## config.mk

```make
export PLATFORM = sky130hd
export DESIGN_NAME = param_register_file
export DESIGN_NICKNAME = d
export VERILOG_FILES = /design/src/rtl/param_register_file.sv
export SDC_FILE = /design/constraint.sdc
export NUM_CORES = 1
export LEC_CHECK = 0
export ABC_AREA = 0
export BUFFER_PORTS_ARGS = -buffer_cell sky130_fd_sc_hd__buf_2
export CORE_UTILIZATION = 45
export DETAILED_ROUTE_END_ITERATION = 6
export PLACE_DENSITY = 0.68
export SYNTH_ARGS = -nofsm -noshare
export SYNTH_HDL_FRONTEND = slang
export SYNTH_SLANG_ARGS = --single-unit
```

## constraint.sdc

```tcl
create_clock -name Clock -period 5.63 [get_ports Clock]
set_input_delay 0.2815 -clock Clock [delete_from_list [all_inputs] [get_ports Clock]]
set_output_delay 0.2815 -clock Clock [all_outputs]
set_load 0.03 [all_outputs]
```

## src/rtl/param_register_file.sv

```systemverilog
// Parameterised register file with a general bank R1..R(NREG), a scratch
// bank S1..S(NSCR), a shared per-register operation unit and a sequential
// bank-copy engine that moves one register per cycle between the banks.
module param_register_file #(
  parameter int WIDTH  = 16,
  parameter int NREG   = 4,
  parameter int NSCR   = 4,
  parameter int BYPASS = 0,
  localparam int SELW  = $clog2(NREG + NSCR)
) (
  input  logic             Clock,
  input  logic             Reset,
  input  logic [WIDTH-1:0] I,
  input  logic [2:0]       FunSel,
  input  logic [NREG-1:0]  RegSel,
  input  logic [NSCR-1:0]  ScrSel,
  input  logic [SELW-1:0]  OutASel,
  input  logic [SELW-1:0]  OutBSel,
  input  logic             CopyStart,
  input  logic             CopyDir,
  output logic [WIDTH-1:0] OutA,
  output logic [WIDTH-1:0] OutB,
  output logic             Busy,
  output logic             Done
);

  localparam int CNT  = (NREG < NSCR) ? NREG : NSCR;
  localparam int IDXW = $clog2(CNT) + 1;
  localparam int NALL = NREG + NSCR;

  typedef enum logic {
    IDLE = 1'b0,
    COPY = 1'b1
  } state_t;

  state_t          r_state;
  state_t          w_stateNext;
  logic [IDXW-1:0] r_idx;
  logic [IDXW-1:0] w_idxNext;
  logic            r_dir;
  logic            w_dirNext;
  logic            r_done;
  logic            w_doneNext;

  logic [WIDTH-1:0] r_regs [NREG];
  logic [WIDTH-1:0] r_scr  [NSCR];

  logic [NREG-1:0]  w_regEn;
  logic [NSCR-1:0]  w_scrEn;
  logic [WIDTH-1:0] w_fromR;
  logic [WIDTH-1:0] w_fromS;
  logic [WIDTH-1:0] w_all [NALL];
  logic [NALL-1:0]  w_allEn;
  logic             w_busy;
  logic             w_bypassOn;

  // Result of one FunSel operation applied to a single register value.
  function automatic logic [WIDTH-1:0] applyOp(input logic [2:0] f,
                                               input logic [WIDTH-1:0] v,
                                               input logic [WIDTH-1:0] d);
    case (f)
      3'b000:  return v - WIDTH'(1);
      3'b001:  return v + WIDTH'(1);
      3'b010:  return d;
      3'b011:  return '0;
      3'b100:  return v << 1;
      3'b101:  return v >> 1;
      3'b110:  return (v << 1) | (v >> (WIDTH - 1));
      default: return v;
    endcase
  endfunction

  assign w_busy     = (r_state == COPY);
  assign w_bypassOn = (BYPASS != 0) && !w_busy && (FunSel == 3'b010);
  assign Busy       = w_busy;
  assign Done       = r_done;

  // Turn the active-low, MSB-first select vectors into per-register enables.
  always_comb begin
    w_regEn = '0;
    w_scrEn = '0;
    for (int j = 0; j < NREG; j++) w_regEn[j] = ~RegSel[NREG-1-j];
    for (int j = 0; j < NSCR; j++) w_scrEn[j] = ~ScrSel[NSCR-1-j];
  end

  // Pick the register at the current copy index from each bank.
  always_comb begin
    w_fromR = '0;
    w_fromS = '0;
    for (int j = 0; j < CNT; j++) begin
      if (r_idx == IDXW'(j)) begin
        w_fromR = r_regs[j];
        w_fromS = r_scr[j];
      end
    end
  end

  // Copy FSM next-state: latch direction on start, walk idx, pulse Done at the end.
  always_comb begin
    w_stateNext = r_state;
    w_idxNext   = r_idx;
    w_dirNext   = r_dir;
    w_doneNext  = 1'b0;
    case (r_state)
      IDLE: begin
        if (CopyStart) begin
          w_stateNext = COPY;
          w_idxNext   = '0;
          w_dirNext   = CopyDir;
        end
      end
      COPY: begin
        w_idxNext = r_idx + IDXW'(1);
        if (r_idx == IDXW'(CNT - 1)) begin
          w_stateNext = IDLE;
          w_doneNext  = 1'b1;
        end
      end
      default: w_stateNext = IDLE;
    endcase
  end

  // Copy FSM state register; reset aborts any copy without a Done pulse.
  always_ff @(posedge Clock) begin
    if (Reset) begin
      r_state <= IDLE;
      r_idx   <= '0;
      r_dir   <= 1'b0;
      r_done  <= 1'b0;
    end else begin
      r_state <= w_stateNext;
      r_idx   <= w_idxNext;
      r_dir   <= w_dirNext;
      r_done  <= w_doneNext;
    end
  end

  // Register banks: reset clears, a copy moves one entry, otherwise FunSel on enabled registers.
  always_ff @(posedge Clock) begin
    if (Reset) begin
      for (int j = 0; j < NREG; j++) r_regs[j] <= '0;
      for (int j = 0; j < NSCR; j++) r_scr[j]  <= '0;
    end else if (w_busy) begin
      for (int j = 0; j < NREG; j++) begin
        if (j < CNT && r_dir && r_idx == IDXW'(j)) r_regs[j] <= w_fromS;
      end
      for (int j = 0; j < NSCR; j++) begin
        if (j < CNT && !r_dir && r_idx == IDXW'(j)) r_scr[j] <= w_fromR;
      end
    end else begin
      for (int j = 0; j < NREG; j++) begin
        if (w_regEn[j]) r_regs[j] <= applyOp(FunSel, r_regs[j], I);
      end
      for (int j = 0; j < NSCR; j++) begin
        if (w_scrEn[j]) r_scr[j] <= applyOp(FunSel, r_scr[j], I);
      end
    end
  end

  // Flatten both banks into one select space: R first, then S.
  always_comb begin
    for (int j = 0; j < NREG; j++) begin
      w_all[j]   = r_regs[j];
      w_allEn[j] = w_regEn[j];
    end
    for (int j = 0; j < NSCR; j++) begin
      w_all[NREG+j]   = r_scr[j];
      w_allEn[NREG+j] = w_scrEn[j];
    end
  end

  // Read port A; unmatched selects fall through to zero.
  always_comb begin
    OutA = '0;
    for (int k = 0; k < NALL; k++) begin
      if (OutASel == SELW'(k)) OutA = (w_bypassOn && w_allEn[k]) ? I : w_all[k];
    end
  end

  // Read port B; unmatched selects fall through to zero.
  always_comb begin
    OutB = '0;
    for (int k = 0; k < NALL; k++) begin
      if (OutBSel == SELW'(k)) OutB = (w_bypassOn && w_allEn[k]) ? I : w_all[k];
    end
  end

endmodule
```

==> flow_metrics.tcl, run 1 <==
set metrics [dict create \
    max_cap_violations 0 \
    cts_hold_buf 0 \
    syn_area_sq_mm 0.0166 \
    placed_area_sq_mm 0.0173 \
    worstReg2RegStart "r_idx[1]" \
    critPathMostFrequentCell "nor2_1" \
    track_usage_pct 40.0 \
    yosysMostFrequentCell "nand2_1" \
    cts_sinks 134 \
    post_cts_buffers 0 \
    grt.overflow.total 0 \
    clk_pin_slew_worst_paths_ps 70 \
    hold_viol 0 \
    synthDistinctLibCells 66 \
    filler_cell_count 3518 \
    grt_max_degree 67 \
    cts-root-buf "clkbuf_16" \
    hold_class "input pin to register" \
    seqCellArea_sq_mm 0.00396 \
    ctsResizeCount 0 \
    grt_pass1_vias 17467 \
    ys_warn_count 0 \
    async_flop_share_pct 0 \
    worst_ep_required_time_ps 5960 \
    peakVddDrop_uv 223 \
    io_buffers 70 \
    pre_cts_slack_ps 1790 \
    use_met1_pct 51.9 \
    finalSetupViolations 0 \
    drt-pass1-iter-count 6 \
    end_kind "register" \
    rsz0062_at_grt "no" \
    die_area_sq_mm 0.0376 \
    insertion_delay_ps 460 \
    wl_per_cell_um 30.2 \
    vias_per_cell 7.41 \
    max_clock_freq_mhz 277 \
    ys_ff_latch 134 \
    status "completed" \
    cts_tree "built" \
    setup_tns_ps 0 \
    crit_arrival_ps 3940 \
    num_vias 18933 \
    critPathMaxStageDelay_ps 840 \
    synthCells 2099 \
    netlist_top_cells_area "edfxtp_1, ha_1, o21ai_0, a21oi_1, nand2_1" \
    fin_util_pct 49.8 \
    yosys.area.top_type "edfxtp_1" \
    die_w_um 194 \
    layout.nets 2247 \
    drc 0 \
    dieHeight_um 194 \
    coreArea_sq_mm 0.0359 \
    worstSetupPathType "register to register" \
    fin_crit_ps 3610 \
    min_period_over_period_pct 64.1 \
    synth_ff_type "edfxtp_1" \
    drv_slew 0 \
    fin_ws_ps 2020 \
    cellPowerDensity_mw_per_mm2 284 \
    stdcell_area_sq_mm 0.0179 \
    tightest_slew_ps 1360 \
    multi_input_comb_area_sq_mm 0.0119 \
    cts_max_level 4 \
    crit_chain "inv_1 > ha_2 > buf_4 > or2_2 > a31oi_1 > nor2_1 > nand2_1 > nor2_1 > o32a_1" \
    instances_no_fill 2554 \
    synth_edf_count 128 \
    worst-path-max-fanout 65 \
    finalWirelength_mm 77.3 \
    initial_core_util_pct 46.2 \
    drive_gt1_share_pct 9.13 \
    synth_seq_area_share_pct 23.9 \
    use_met2_pct 59.1 \
    postRouteAntennaNets 0 \
    startpoint "r_idx[1]" \
    antenna_found_initial 2 \
    postSynthAreaPerCell_sq_um 7.91 \
    clock_skew_ps 14.8 \
    hp-start "CopyDir" \
    io_pins 71 \
    synthesis.nets 2267 \
    hpwl_mm 54.5 \
    grt_use_met3_pct 11.9 \
    syn2layout_area_growth_pct 7.71 \
    synth_common_cells "nand2_1, o21ai_0, a21oi_1" \
    cts_max_path_buffers 2 \
    power.leakage_nw 6.87 \
    cts_buffers 17 \
    drt-initial-drc-count 3185 \
    rows 69 \
    synth_top_area_share_pct 23.2 \
    gp_congestion 1.02 \
    worstSetupStartpointType "register" \
    busiest_layer "met2" \
    grt_pass1_wl_mm 113 \
    dpl.cell_count 2521 \
    cpMaxStageDelayCell "nor2_1" \
    relSlewSlack_pct 8.93 \
]
## layout make-up
cell class / count / share of cell area (%)
Multi-Input combinational cell: 1773 / 66.9
Inverter: 38 / 0.812
Timing Repair Buffer: 115 / 3.92
Clock inverter: 5 / 0.294
Antenna cell: 1 / 0.0140
Tap cell: 461 / 3.23
Sequential cell: 134 / 22.2
Clock buffer: 27 / 2.70
## final timing paths
kind	cells after the start	slack, ps	endpoint
worst max-delay path	9	2020	r_scr[0][13]
worst min register to register	2	600	r_dir
worst min-delay path	3	100	r_dir
worst max register to register	9	2020	r_scr[0][13]
## cell families (layout without fill, tap and decap cells)
kind of cell | Yosys count | in the layout | share of synthesized area, %
xor+xnor | 99 | 99 | 5.23
flops | 134 | 134 | 23.9
simple gates | 580 | 580 | 15.6
compound gates | 897 | 897 | 35.6
buf+inv | 192 | 185 | 4.34
fa+ha+maj | 131 | 131 | 10.2
mux | 66 | 66 | 5.14
other cells | 0 | 1 | 0
## report_power, final
part | switching [W] | internal [W] | leakage [nW] | total [W]
clock | 0.000461 | 0.000628 | 0.259 | 0.00109
combinational | 0.00147 | 0.000916 | 5.19 | 0.00238
sequential | 0.000354 | 0.00125 | 1.43 | 0.00160
total | 0.00228 | 0.00279 | 6.87 | 0.00508
## layout by cell type (no fill, tap or decap), drive strengths merged, types with 38 or more instances in the layout
master,netlist,routed
a21oi,194,194
a221oi,59,59
a22o,51,51
a22oi,61,61
buf,14,115
edfxtp,128,128
ha,123,123
inv,38,38
mux2i,38,38
nand2,223,223
nand3,38,38
nor2,168,168
o21ai,225,225
o22ai,55,55
xnor2,57,57
xor2,42,42
## flip-flops by register name, summed over array words and instances (netlist names)
name / flops
Done: 1
r_idx: 3
r_scr: 64
Busy: 1
r_regs: 64
r_dir: 1
## routing by layer
metal | routed length (um) | vias to the layer above | part of all wire [%]
li1 | - | 8032 | -
met1 | 27900 | 8959 | 36
met2 | 32400 | 1585 | 42
met3 | 12000 | 357 | 16
met4 | 4910 | 0 | 6.4
met5 | 0 | - | 0
## per-stage QoR
step           hold slack [ps]  total power (W)
2_1_floorplan              442          0.00310
3_3_place_gp               561          0.00383
3_5_place_dp               560          0.00386
4_1_cts                   85.7          0.00495
5_1_grt                    100          0.00526
6_report                  95.8          0.00508
## critical path: cells and delay by family (launching register included)
family,cells,cell delay [ps]
adders and majority gates,1,170
and+or+nand+nor,4,2020
DFF,1,330
AOI/OAI and AO/OA,2,300
buffers and inverters,2,630
No activity file was read; power rests on OpenSTA's default activity.
==> run 2: changes to the inputs <==
- ABC_AREA: 0 -> 1
- clock period: 5.63 -> 3.1 ns (I/O delays scaled with it)
==> run 2 against run 1 <==
Clock power increased by 110%; largest power group unchanged; clock skew down 3.2 ps; non-clock buffer count rose by 62; via count increased by 17%; the run now ends with design-rule violations left; cell count rose by 37%; core utilization up 1.5 points; sequential share of layout area fell by 2.2 points; sequential power up 66%.
==> flow_metrics.tcl, run 2 <==
set metrics [dict create \
    status "finished, violations left" \
    violations "design-rule violations" \
    synthDistinctLibCells 55 \
    seqPwrFrac_pct 27.3 \
    clock_skew_ps 11.6 \
    dieHeight_um 201 \
    synth_ff_type "edfxtp_1" \
    cts_max_level 4 \
    fin_crit_ps 2740 \
    yosysMostFrequentCell "nand2_1" \
    seqCellArea_sq_mm 0.00396 \
    die_area_sq_mm 0.0404 \
    grt_pass1_wl_mm 135 \
    postRouteAntennaNets 0 \
    setup_tns_ps 0 \
    vias_per_cell 6.29 \
    regToRegSetupSlack_ps 470 \
    drt-initial-drc-count 3002 \
    finalSetupViolations 0 \
    initial_core_util_pct 45.9 \
    worstSetupPathType "register to primary output" \
    ys_ff_latch 134 \
    dpl.cell_count 3465 \
    final_cell_mix "nand2_1, inv_1, nor2_1" \
    synthCells 2863 \
    grt.overflow.total 0 \
    finalWirelength_mm 92.5 \
    placed_area_sq_mm 0.0192 \
    cts_tree "built" \
    track_usage_pct 45.5 \
    netlist_top_cells_area "edfxtp_1, nand2_1, ha_1, inv_1, nor2_1" \
    drc 10 \
    drt-pass1-iter-count 7 \
    power.leakage_nw 9.47 \
    cts-root-buf "clkbuf_16" \
    cts_sinks 134 \
    top_regs "r_regs: 64 flops, r_scr: 64 flops, r_idx: 3 flops" \
    synth_common_cells "nand2_1, inv_1, nor2_1" \
    coreArea_sq_mm 0.0388 \
    syn_area_sq_mm 0.0178 \
    synth_seq_area_share_pct 22.2 \
    antenna_found_initial 4 \
    crit_arrival_ps 2580 \
    hold_viol 0 \
    cellPowerDensity_mw_per_mm2 489 \
    layout_commonest_cell "nand2_1" \
    relSlewSlack_pct 20.8 \
    hpwl_mm 71.4 \
    max_cap_violations 0 \
    power_frac_clock_pct 23.2 \
    switching_power_w 0.00469 \
    hold_class "input pin to register" \
    io_pins 71 \
    clk_pin_slew_worst_paths_ps 60 \
    tightest_slew_ps 1190 \
    synth_edf_count 128 \
    synthesis.nets 3031 \
    multi_input_comb_area_sq_mm 0.0120 \
    p_sw_share_pct 48.1 \
    syn2layout_area_growth_pct 11.6 \
    stdcell_area_sq_mm 0.0199 \
    ctsResizeCount 0 \
    yosys.area.top_type "edfxtp_1" \
    async_flop_share_pct 0 \
    die_w_um 201 \
    worst_ep_required_time_ps 2940 \
    wl_per_cell_um 26.4 \
    end_kind "primary output" \
    grt_max_degree 71 \
    gp_congestion 1.08 \
    rows 72 \
    layout.nets 3136 \
    min_period_over_period_pct 88.3 \
    num_vias 22061 \
    cts_max_path_buffers 2 \
    intPower_w 0.00505 \
    drive_gt1_share_pct 9.36 \
    ys_warn_count 0 \
    grt_pass1_vias 20642 \
    insertion_delay_ps 480 \
    peakVddDrop_uv 434 \
    instances_no_fill 3505 \
    cts_buffers 17 \
    postSynthAreaPerCell_sq_um 6.23 \
    worstSetupStartpointType "register" \
    filler_cell_count 4029 \
    max_clock_freq_mhz 365 \
    io_buffers 70 \
    worst-path-max-fanout 4 \
    synth_top_area_share_pct 21.6 \
    p_comb_share_pct 49.5 \
    rsz0062_at_grt "no" \
    drv_slew 0 \
]
-- run 2: worst max-delay path: stages (launching register included) --
cell and delay [ps]:
edfxtp_1 550, inv_1 240, nor2_1 70, nor4_1 810
nand4_1 190, buf_2 240
-- run 2: path summary, 6_finish.rpt --
path,from,end,cells after the start
worst min register to register,r_idx[2],r_idx[2],2
worst max-delay path,r_scr[0][13],OutA[13],5
worst max register to register,r_idx[0],r_regs[1][7],9
worst min-delay path,Reset,Done,2
-- run 2: final cells by class --
class | instances | area share [%]
Multi-Input combinational cell | 2273 | 60.5
Sequential cell | 134 | 19.9
Inverter | 365 | 6.98
Timing Repair Buffer | 177 | 6.20
Tap cell | 518 | 3.26
Clock buffer | 17 | 2.14
Clock inverter | 15 | 0.931
Antenna cell | 6 | 0.0755
-- run 2: logic make-up (layout without fill, tap and decap cells) --
group                    count (synthesis)  after routing  synth area share (%)
flip-flops                             134            134                  22.2
AO/OA/AOI/OAI                          589            589                  19.4
buffers and inverters                  456            574                  10.5
other                                    0              6                     0
XOR/XNOR                                46             46                  2.26
AND/OR/NAND/NOR                       1507           1507                  36.2
adder cells (fa/ha/maj)                131            131                  9.53
-- run 2: per-stage QoR --
| stage | power (W) | worst slack, ps | hold slack [ps] | util [%] |
|---|---|---|---|---|
| 4_1_cts | 0.00949 | 511 | 77.2 | 51.2 |
| 5_1_grt | 0.0101 | 356 | 103 | 51.2 |
| 3_3_place_gp | 0.00722 | 385 | 430 | 49.6 |
| 6_report | 0.00974 | 363 | 87.7 | 51.2 |
| 3_5_place_dp | 0.00726 | 337 | 450 | 49.6 |
| 2_1_floorplan | 0.00551 | 152 | 317 | - |
-- run 2: power groups by stage --
stage	logic, W	registers [W]	clock network [W]
4_1_cts	0.00464	0.00261	0.00223
3_5_place_dp	0.00461	0.00265	0
3_3_place_gp	0.00457	0.00265	0
2_1_floorplan	0.00307	0.00244	0
5_1_grt	0.00521	0.00264	0.00230
6_report	0.00481	0.00266	0.00226
-- run 2: layer usage --
metal / vias up / GRT usage (%) / share of wire (%)
met2: 1616 / 64.8 / 40
met4: 6 / 30.5 / 7.1
met5: - / 0.714 / 0.085
met1: 10158 / 59.2 / 38
met3: 349 / 13.0 / 14
li1: 9932 / - / -
-- run 2: timing repair --
action	CTS	global route
hold endpoints to repair	2	0
setup buffers	0	0
hold buffers	2	0
